<file path="src/rtl/rtp_pkg.sv">
// Shared types and constants for the ray-tracing processor slice.
// Optional build macro: RTP_EARLY_SKIP_EN (see rtp_top).
package rtp_pkg;

   typedef enum logic [3:0] {
      ST_LOAD_RAY,
      ST_FETCH_TRI,
      ST_DOT,
      ST_DIV,
      ST_DIV_WAIT,
      ST_CMP,
      ST_NEXT,
      ST_RAY_DONE,
      ST_FINISH
   } rtp_state_e;

   localparam logic [15:0]  NO_HIT_IDX = 16'hFFFF;
   localparam int unsigned  FRAC_BITS  = 16;
   localparam logic [31:0]  ONE_Q16    = 32'h0001_0000;

   typedef logic signed [31:0] q16_t;

   // Full-precision signed product of two Q16.16 values (Q32.32 result).
   function automatic logic signed [63:0] q16_mul(input q16_t a, input q16_t b);
      logic signed [63:0] a64;
      logic signed [63:0] b64;
      a64 = a;
      b64 = b;
      return a64 * b64;
   endfunction

   // Magnitude as unsigned; the most negative value maps to 2^31.
   function automatic logic [31:0] q16_abs(input q16_t v);
      return v[31] ? -v : v;
   endfunction

endpackage

</file>
<file path="src/rtl/rtp_fxdiv.sv">
// Serial signed Q16.16 divider: quot = (|num| << 16) / |den|, restoring, one bit per cycle.
module rtp_fxdiv
   import rtp_pkg::*;
#(
   parameter int unsigned DIV_CYCLES = 48
) (
   input  logic clock,
   input  logic reset,
   input  logic start,
   input  q16_t num,
   input  q16_t den,
   output logic busy,
   output logic done,
   output q16_t quot
);

   localparam int unsigned CW = $clog2(DIV_CYCLES + 1);

   logic          busy_q, busy_d;
   logic          done_q, done_d;
   logic          neg_q, neg_d;
   logic [CW-1:0] cnt_q, cnt_d;
   logic [47:0]   dvd_q, dvd_d;
   logic [31:0]   rem_q, rem_d;
   logic [31:0]   dsr_q, dsr_d;
   logic [32:0]   rem_sh;
   logic          borrow;
   logic [31:0]   rem_sub;

   // One restoring step per cycle; quotient bits shift into the dividend register.
   always_comb begin
      busy_d = busy_q;
      done_d = 1'b0;
      neg_d  = neg_q;
      cnt_d  = cnt_q;
      dvd_d  = dvd_q;
      rem_d  = rem_q;
      dsr_d  = dsr_q;
      rem_sh = {rem_q, dvd_q[47]};
      {borrow, rem_sub} = rem_sh - {1'b0, dsr_q};
      if (busy_q) begin
         dvd_d = {dvd_q[46:0], ~borrow};
         rem_d = borrow ? rem_sh[31:0] : rem_sub;
         cnt_d = cnt_q - CW'(1);
         if (cnt_q == CW'(1)) begin
            busy_d = 1'b0;
            done_d = 1'b1;
         end
      end else if (start) begin
         busy_d = 1'b1;
         cnt_d  = CW'(DIV_CYCLES);
         dvd_d  = {q16_abs(num), {FRAC_BITS{1'b0}}};
         rem_d  = '0;
         dsr_d  = q16_abs(den);
         neg_d  = num[31] ^ den[31];
      end
   end

   // Divider state registers.
   always_ff @(posedge clock) begin
      if (reset) begin
         busy_q <= 1'b0;
         done_q <= 1'b0;
         neg_q  <= 1'b0;
         cnt_q  <= '0;
         dvd_q  <= '0;
         rem_q  <= '0;
         dsr_q  <= '0;
      end else begin
         busy_q <= busy_d;
         done_q <= done_d;
         neg_q  <= neg_d;
         cnt_q  <= cnt_d;
         dvd_q  <= dvd_d;
         rem_q  <= rem_d;
         dsr_q  <= dsr_d;
      end
   end

   assign busy = busy_q;
   assign done = done_q;
   assign quot = neg_q ? -dvd_q[31:0] : dvd_q[31:0];

endmodule

</file>
<file path="src/rtl/rtp_rom.sv">
// Generic 32-bit synchronous-read ROM; contents preloaded externally through `mem`.
module rtp_rom #(
   parameter int unsigned DEPTH = 4,
   parameter int unsigned AW    = (DEPTH > 1) ? $clog2(DEPTH) : 1
) (
   input  logic          clock,
   input  logic [AW-1:0] addr,
   output logic [31:0]   rdata
);

   logic [31:0] mem [DEPTH];
   logic [31:0] rdata_d;
   logic [31:0] rdata_q;

   // Read the addressed word.
   always_comb begin
      rdata_d = mem[addr];
   end

   // Register the read data (1-cycle latency).
   always_ff @(posedge clock) begin
      rdata_q <= rdata_d;
   end

   assign rdata = rdata_q;

endmodule

</file>
<file path="src/rtl/rtp_top.sv">
// Brute-force ray/plane intersection processor (Q16.16): closest hit per ray.
// Optional build macro: RTP_EARLY_SKIP_EN -- also skip divides whose t can never be positive.
module rtp_top
   import rtp_pkg::*;
#(
   parameter int unsigned NUM_RAYS   = 4,
   parameter int unsigned NUM_TRIS   = 4,
   parameter int unsigned DIV_CYCLES = 48
) (
   input  logic        clock,
   input  logic        reset,
   output logic [31:0] io_hitT,
   output logic [31:0] io_ray_id_triangle,
   output logic        io_rtp_finish,
   output logic [63:0] io_counter_fdiv
);

   localparam int unsigned RAW = (NUM_RAYS > 1) ? $clog2(NUM_RAYS) : 1;
   localparam int unsigned TAW = (NUM_TRIS > 1) ? $clog2(NUM_TRIS) : 1;

   rtp_state_e  state_q, state_d;
   logic [15:0] ray_q, ray_d;
   logic [15:0] tri_q, tri_d;
   q16_t        best_t_q, best_t_d;
   logic [15:0] best_idx_q, best_idx_d;
   q16_t        num_q, num_d;
   q16_t        den_q, den_d;
   q16_t        t_q, t_d;
   logic [31:0] hit_t_q, hit_t_d;
   logic [31:0] ray_id_tri_q, ray_id_tri_d;
   logic        finish_q, finish_d;
   logic [63:0] cnt_fdiv_q, cnt_fdiv_d;

   q16_t ray_ox, ray_oy, ray_oz, ray_dx, ray_dy, ray_dz, ray_hitt;
   q16_t tri_x, tri_y, tri_z, tri_w;
   q16_t dot_o, dot_d;
   logic skip_div;
   logic div_start, div_busy, div_done;
   q16_t div_quot;

   rtp_rom #(.DEPTH(NUM_RAYS), .AW(RAW)) Ray_origx (.clock(clock), .addr(ray_q[RAW-1:0]), .rdata(ray_ox));
   rtp_rom #(.DEPTH(NUM_RAYS), .AW(RAW)) Ray_origy (.clock(clock), .addr(ray_q[RAW-1:0]), .rdata(ray_oy));
   rtp_rom #(.DEPTH(NUM_RAYS), .AW(RAW)) Ray_origz (.clock(clock), .addr(ray_q[RAW-1:0]), .rdata(ray_oz));
   rtp_rom #(.DEPTH(NUM_RAYS), .AW(RAW)) Ray_dirx  (.clock(clock), .addr(ray_q[RAW-1:0]), .rdata(ray_dx));
   rtp_rom #(.DEPTH(NUM_RAYS), .AW(RAW)) Ray_diry  (.clock(clock), .addr(ray_q[RAW-1:0]), .rdata(ray_dy));
   rtp_rom #(.DEPTH(NUM_RAYS), .AW(RAW)) Ray_dirz  (.clock(clock), .addr(ray_q[RAW-1:0]), .rdata(ray_dz));
   rtp_rom #(.DEPTH(NUM_RAYS), .AW(RAW)) Ray_hitT  (.clock(clock), .addr(ray_q[RAW-1:0]), .rdata(ray_hitt));
   rtp_rom #(.DEPTH(NUM_TRIS), .AW(TAW)) TRI_RAM_x (.clock(clock), .addr(tri_q[TAW-1:0]), .rdata(tri_x));
   rtp_rom #(.DEPTH(NUM_TRIS), .AW(TAW)) TRI_RAM_y (.clock(clock), .addr(tri_q[TAW-1:0]), .rdata(tri_y));
   rtp_rom #(.DEPTH(NUM_TRIS), .AW(TAW)) TRI_RAM_z (.clock(clock), .addr(tri_q[TAW-1:0]), .rdata(tri_z));
   rtp_rom #(.DEPTH(NUM_TRIS), .AW(TAW)) TRI_RAM_w (.clock(clock), .addr(tri_q[TAW-1:0]), .rdata(tri_w));

   rtp_fxdiv #(.DIV_CYCLES(DIV_CYCLES)) u_fxdiv (
      .clock(clock),
      .reset(reset),
      .start(div_start),
      .num  (num_q),
      .den  (den_q),
      .busy (div_busy),
      .done (div_done),
      .quot (div_quot)
   );

   // Plane dot products, 64-bit accumulate then arithmetic shift back to Q16.16.
   always_comb begin
      dot_o = q16_t'((q16_mul(ray_ox, tri_x) + q16_mul(ray_oy, tri_y) + q16_mul(ray_oz, tri_z)) >>> FRAC_BITS);
      dot_d = q16_t'((q16_mul(ray_dx, tri_x) + q16_mul(ray_dy, tri_y) + q16_mul(ray_dz, tri_z)) >>> FRAC_BITS);
   end

   // Decide whether the divide for this triangle can be skipped.
`ifdef RTP_EARLY_SKIP_EN
   assign skip_div = (den_q == '0) || (num_q == '0) || (num_q[31] != den_q[31]);
`else
   assign skip_div = (den_q == '0);
`endif

   // Sequencer: walk every triangle for every ray, keep the closest positive hit.
   // The ray ROM address only changes at RAY_DONE, so ray words stay valid at the
   // ROM outputs for the whole ray; best_t is seeded one cycle after LOAD_RAY.
   always_comb begin
      state_d      = state_q;
      ray_d        = ray_q;
      tri_d        = tri_q;
      best_t_d     = best_t_q;
      best_idx_d   = best_idx_q;
      num_d        = num_q;
      den_d        = den_q;
      t_d          = t_q;
      hit_t_d      = hit_t_q;
      ray_id_tri_d = ray_id_tri_q;
      finish_d     = finish_q;
      cnt_fdiv_d   = cnt_fdiv_q;
      div_start    = 1'b0;
      case (state_q)
         ST_LOAD_RAY: begin
            best_idx_d = NO_HIT_IDX;
            tri_d      = '0;
            state_d    = ST_FETCH_TRI;
         end
         ST_FETCH_TRI: begin
            if (tri_q == '0) begin
               best_t_d = ray_hitt;
            end
            state_d = ST_DOT;
         end
         ST_DOT: begin
            num_d   = tri_w - dot_o;
            den_d   = dot_d;
            state_d = ST_DIV;
         end
         ST_DIV: begin
            if (skip_div) begin
               state_d = ST_NEXT;
            end else if (!div_busy) begin
               div_start  = 1'b1;
               cnt_fdiv_d = cnt_fdiv_q + 64'd1;
               state_d    = ST_DIV_WAIT;
            end
         end
         ST_DIV_WAIT: begin
            if (div_done) begin
               t_d     = div_quot;
               state_d = ST_CMP;
            end
         end
         ST_CMP: begin
            if ((t_q > 0) && (t_q < best_t_q)) begin
               best_t_d   = t_q;
               best_idx_d = tri_q;
            end
            state_d = ST_NEXT;
         end
         ST_NEXT: begin
            if (tri_q == 16'(NUM_TRIS - 1)) begin
               state_d = ST_RAY_DONE;
            end else begin
               tri_d   = tri_q + 16'd1;
               state_d = ST_FETCH_TRI;
            end
         end
         ST_RAY_DONE: begin
            hit_t_d      = best_t_q;
            ray_id_tri_d = {ray_q, best_idx_q};
            if (ray_q == 16'(NUM_RAYS - 1)) begin
               state_d = ST_FINISH;
            end else begin
               ray_d   = ray_q + 16'd1;
               state_d = ST_LOAD_RAY;
            end
         end
         ST_FINISH: begin
            finish_d = 1'b1;
         end
         default: begin
            state_d = ST_LOAD_RAY;
         end
      endcase
   end

   // Sequencer and result registers.
   always_ff @(posedge clock) begin
      if (reset) begin
         state_q      <= ST_LOAD_RAY;
         ray_q        <= '0;
         tri_q        <= '0;
         best_t_q     <= '0;
         best_idx_q   <= NO_HIT_IDX;
         num_q        <= '0;
         den_q        <= '0;
         t_q          <= '0;
         hit_t_q      <= '0;
         ray_id_tri_q <= '0;
         finish_q     <= 1'b0;
         cnt_fdiv_q   <= '0;
      end else begin
         state_q      <= state_d;
         ray_q        <= ray_d;
         tri_q        <= tri_d;
         best_t_q     <= best_t_d;
         best_idx_q   <= best_idx_d;
         num_q        <= num_d;
         den_q        <= den_d;
         t_q          <= t_d;
         hit_t_q      <= hit_t_d;
         ray_id_tri_q <= ray_id_tri_d;
         finish_q     <= finish_d;
         cnt_fdiv_q   <= cnt_fdiv_d;
      end
   end

   assign io_hitT            = hit_t_q;
   assign io_ray_id_triangle = ray_id_tri_q;
   assign io_rtp_finish      = finish_q;
   assign io_counter_fdiv    = cnt_fdiv_q;

endmodule

</file>
<file path="config.mk">
export PLATFORM = sky130hd
export DESIGN_NAME = rtp_top
export DESIGN_NICKNAME = d
export VERILOG_FILES = /design/src/rtl/rtp_pkg.sv /design/src/rtl/rtp_fxdiv.sv /design/src/rtl/rtp_rom.sv /design/src/rtl/rtp_top.sv
export SDC_FILE = /design/constraint.sdc
export NUM_CORES = 1
export LEC_CHECK = 0
export BUFFER_PORTS_ARGS = -buffer_cell sky130_fd_sc_hd__buf_2
export CORE_ASPECT_RATIO = 0.75
export CORE_MARGIN = 1
export CORE_UTILIZATION = 35
export DETAILED_ROUTE_END_ITERATION = 8
export SLEW_MARGIN = 20
export SYNTH_ARGS = -nofsm -noshare
export SYNTH_HDL_FRONTEND = slang
export SYNTH_SLANG_ARGS = --single-unit
</file>
<file path="constraint.sdc">
create_clock -name clock -period 3.8 [get_ports clock]
set_input_delay 0.19 -clock clock [delete_from_list [all_inputs] [get_ports clock]]
set_output_delay 0.19 -clock clock [all_outputs]
set_load 0.03 [all_outputs]
</file>
==> results.toml <==
[drt]
detailroute.via_count = 8241
drt_iter0_drc = 486
drtAntennaViolNets = 0
route.detailed.vias_per_inst = 4.55
drt-wirelength-per-cell_um = 12.3
drt_first_pass_iters = 4
routed_wirelength_mm = 22.3
drc = 0

[worst_setup_path]
r2r_cells = 9
r2r_setup_slk_ns = 1.04
r2r_start = "best_t_q[31]$_SDFFE_PP0P_"
cp_data_required_time_ns = 4.28
crit_path_start_kind = "flip-flop"
criticalPathCategory = "flip-flop to flip-flop"
setup.worst_path.end_class = "flip-flop"
path_max_fanout = 17
regToRegEndpoint = "best_t_q[8]$_SDFFE_PP0P_"
arrival_ns = 3.25

[power]
peakVddDrop_mv = 0.284
internal_power_mw = 4.44
clock_group_share_of_total_power = 0.464
power_frac_seq = 0.492
power.combinational.fraction = 0.044
power_leakage_nw = 4.91
power.share.switching = 0.228
power_density_nw_per_um2 = 449
p_sw_mw = 1.32

[clock_tree]
cts_repair_resize_count = 0
clock_latency_ns = 0.56
clock_sinks = 269
postCtsSetupRepairBufs = 0
clock_tree.htree_level_count = 1
max-clock-path-buffers = 3
cts_hold_buf = 0
cts.reportedPaths.clkPinSlew_ns = 0.06
cts_tree = "done"
tritoncts.num_buffers = 28
clock-root-buffer = "sky130_fd_sc_hd__clkbuf_16"

[yosys]
synth-seq-cells = 269
synth_fa_ha_area_frac = 0.0390
synth.avg_cell_area_um2 = 8.74
synth_simple_gate_area_share = 0.208
synth_top_cell_area_share = 0.466
largest_family_of_logic_cells_by_synthesized_area = "simple AND/OR/NAND/NOR gates"
synthDominantAreaCellType = "sky130_fd_sc_hd__dfxtp_1"
synthMuxAreaShare = 0.112
synth_enable_flop_cells = 0
yosysUniqueCellTypes = 47
ys.warnings.count = 0
synth_area_um2 = 11500
yosys.area_share.xor_xnor = 0.0220
synth_compound_area_frac = 0.0674
synth_seq_area_share = 0.466
ys_top_cells_by_area = "sky130_fd_sc_hd__dfxtp_1, sky130_fd_sc_hd__mux2i_1, sky130_fd_sc_hd__nand2_1, sky130_fd_sc_hd__nor2_1, sky130_fd_sc_hd__a21oi_1"
syn-instance-count = 1321
dominantRegCellSynth = "sky130_fd_sc_hd__dfxtp_1"
synth_async_sr_flop_share = 0

[die]
chip_height_um = 159
core_area_um2 = 32400
die_area_um2 = 33700
dieWidth_um = 212
initial_utilization = 0.356
ios = 131
fp-row-count = 57

[worst_hold_path]
hold_end = "u_fxdiv.dvd_q[19]$_SDFFE_PP0P_"
min_delay_path_depth = 2
worstHoldStart = "reset"
worst_hold_path_type = "primary input to flip-flop"

[timing]
achievable-frequency_mhz = 362
slew_violations = 0
min_period_over_period = 0.727
totalNegativeSetupSlack_ns = 0
finClkSkew_ns = 0.0255
finalHoldViolations = 0
finalSetupViolCount = 0
max_slew.worst_pin.slew_ns = 0.886
rsz0062_at_grt = "false"
slew_headroom = 0.409
final_period_minus_worst_setup_slack_ns = 2.76

[outcome]
outcome = "complete, no violations"

[run]
cap_viol_max_count = 0

[finish]
fin_nets = 1387
layout_common_cells = "sky130_fd_sc_hd__dfxtp_1, sky130_fd_sc_hd__nand2_1, sky130_fd_sc_hd__nor2_1"
fin_area_um2 = 12800
area_delta_synth_final_pct = 11.2
final_layout_size_suffix_gt1_frac = 0.0956
number_of_antenna_diodes = 0
finalNonFillerCells = 1812
layout.cells.most_common = "sky130_fd_sc_hd__dfxtp_1"

[placed_design]
detailed_place_hpwl_mm = 14.5
weighted_congestion_reported_at_the_end_of_routability_driven_placement = 0.803
place_inst = 1761
post_dp_cell_area_um2 = 11900
buffer_ports.inserted = 66

[global_routing]
grt_use_total = 0.132
grt_first_pass_wirelength_mm = 37.7
grt_pass1_vias = 7556
antenna_found_initial = 0
grt_max_degree = 157
grt-ovfl-total = 0
-- cell families after synthesis --
logic type               count (synthesis)
AND/OR/NAND/NOR                        532
flip-flops                             269
buffers and inverters                  181
AO/OA/AOI/OAI                          144
multiplexers                           129
adder cells (fa/ha/maj)                 36
XOR/XNOR                                29
other                                    1
-- cells in the mapped netlist, types with 14 or more instances --
| library cell | n |
|---|---|
| sky130_fd_sc_hd__dfxtp_1 | 269 |
| sky130_fd_sc_hd__nand2_1 | 211 |
| sky130_fd_sc_hd__nor2_1 | 170 |
| sky130_fd_sc_hd__mux2i_1 | 129 |
| sky130_fd_sc_hd__a21oi_1 | 117 |
| sky130_fd_sc_hd__nand2b_1 | 66 |
| sky130_fd_sc_hd__buf_4 | 64 |
| sky130_fd_sc_hd__clkbuf_1 | 61 |
| sky130_fd_sc_hd__inv_1 | 40 |
| sky130_fd_sc_hd__ha_1 | 36 |
| sky130_fd_sc_hd__xor2_1 | 20 |
| sky130_fd_sc_hd__nand3_1 | 16 |
| sky130_fd_sc_hd__nand4_1 | 14 |
| sky130_fd_sc_hd__nor4_1 | 14 |
-- worst max path at each step --
stage	from	end	slack [ns]	cells after the start
2_1_floorplan	best_t_q[30]$_SDFFE_PP0P_	best_t_q[10]$_SDFFE_PP0P_	1.64	11
5_1_grt	best_t_q[31]$_SDFFE_PP0P_	best_t_q[8]$_SDFFE_PP0P_	0.70	9
3_5_place_dp	best_t_q[30]$_SDFFE_PP0P_	best_t_q[8]$_SDFFE_PP0P_	1.04	9
4_1_cts	best_t_q[31]$_SDFFE_PP0P_	best_t_q[8]$_SDFFE_PP0P_	0.99	9
3_3_place_gp	best_t_q[30]$_SDFFE_PP0P_	best_t_q[3]$_SDFFE_PP0P_	1.13	9
6_report	best_t_q[31]$_SDFFE_PP0P_	best_t_q[8]$_SDFFE_PP0P_	1.04	9
-- metrics by stage --
step	setup WS (ns)	power [mW]	hold slack (ns)	util
6_report	1.04	5.76	0.337	0.396
5_1_grt	0.704	5.98	0.383	0.396
4_1_cts	0.992	5.85	0.317	0.396
3_5_place_dp	1.04	3.15	0.445	0.368
3_3_place_gp	1.13	3.15	0.440	0.368
2_1_floorplan	1.64	3.18	0.432	-
-- layer usage --
layer  global-route usage  share of wire  vias to the layer above
li1                     -              -                     4275
met1                0.197           0.53                     3833
met2                0.195           0.41                       96
met3               0.0239          0.037                       37
met4               0.0336          0.022                        0
met5                    0              0                        -
-- flip-flops by register name (all words and copies together) (netlist names) --
signal / count
t_q: 32
u_fxdiv.dvd_q: 48
best_t_q: 32
u_fxdiv.rem_q: 32
io_hitT: 32
u_fxdiv.cnt_q: 6
tri_q: 16
u_fxdiv.busy: 1
io_ray_id_triangle: 32
ray_q: 16
best_idx_q: 16
u_fxdiv.done: 1
io_rtp_finish: 1
state_q: 4
-- final cells by class --
| cell class | instances | area [um2] |
|---|---|---|
| multi-input combinational | 934 | 5420 |
| clock buffer | 44 | 831 |
| fill | 3306 | 19600 |
| tap | 442 | 553 |
| clock inverter | 7 | 71.3 |
| timing repair buffer | 76 | 427 |
| inverter | 40 | 150 |
| sequential | 269 | 5390 |
-- critical path, cell delays in order, from the launching register on --
cell	delay [ns]
sky130_fd_sc_hd__dfxtp_1	0.36
sky130_fd_sc_hd__inv_1	0.05
sky130_fd_sc_hd__ha_1	0.32
sky130_fd_sc_hd__nand4_2	0.17
sky130_fd_sc_hd__nor4_1	0.38
sky130_fd_sc_hd__nand2_1	0.09
sky130_fd_sc_hd__o2111ai_1	0.24
sky130_fd_sc_hd__and3_2	0.61
sky130_fd_sc_hd__buf_12	0.25
sky130_fd_sc_hd__mux2i_1	0.21
-- power by group through the flow --
stage | clock network, mW | registers [mW] | logic [mW]
2_1_floorplan | 0 | 2.89 | 0.289
3_3_place_gp | 0 | 2.90 | 0.253
3_5_place_dp | 0 | 2.90 | 0.254
4_1_cts | 2.76 | 2.83 | 0.254
5_1_grt | 2.87 | 2.83 | 0.271
6_report | 2.67 | 2.83 | 0.252
Note: power is estimated with default switching activity, not from simulation.
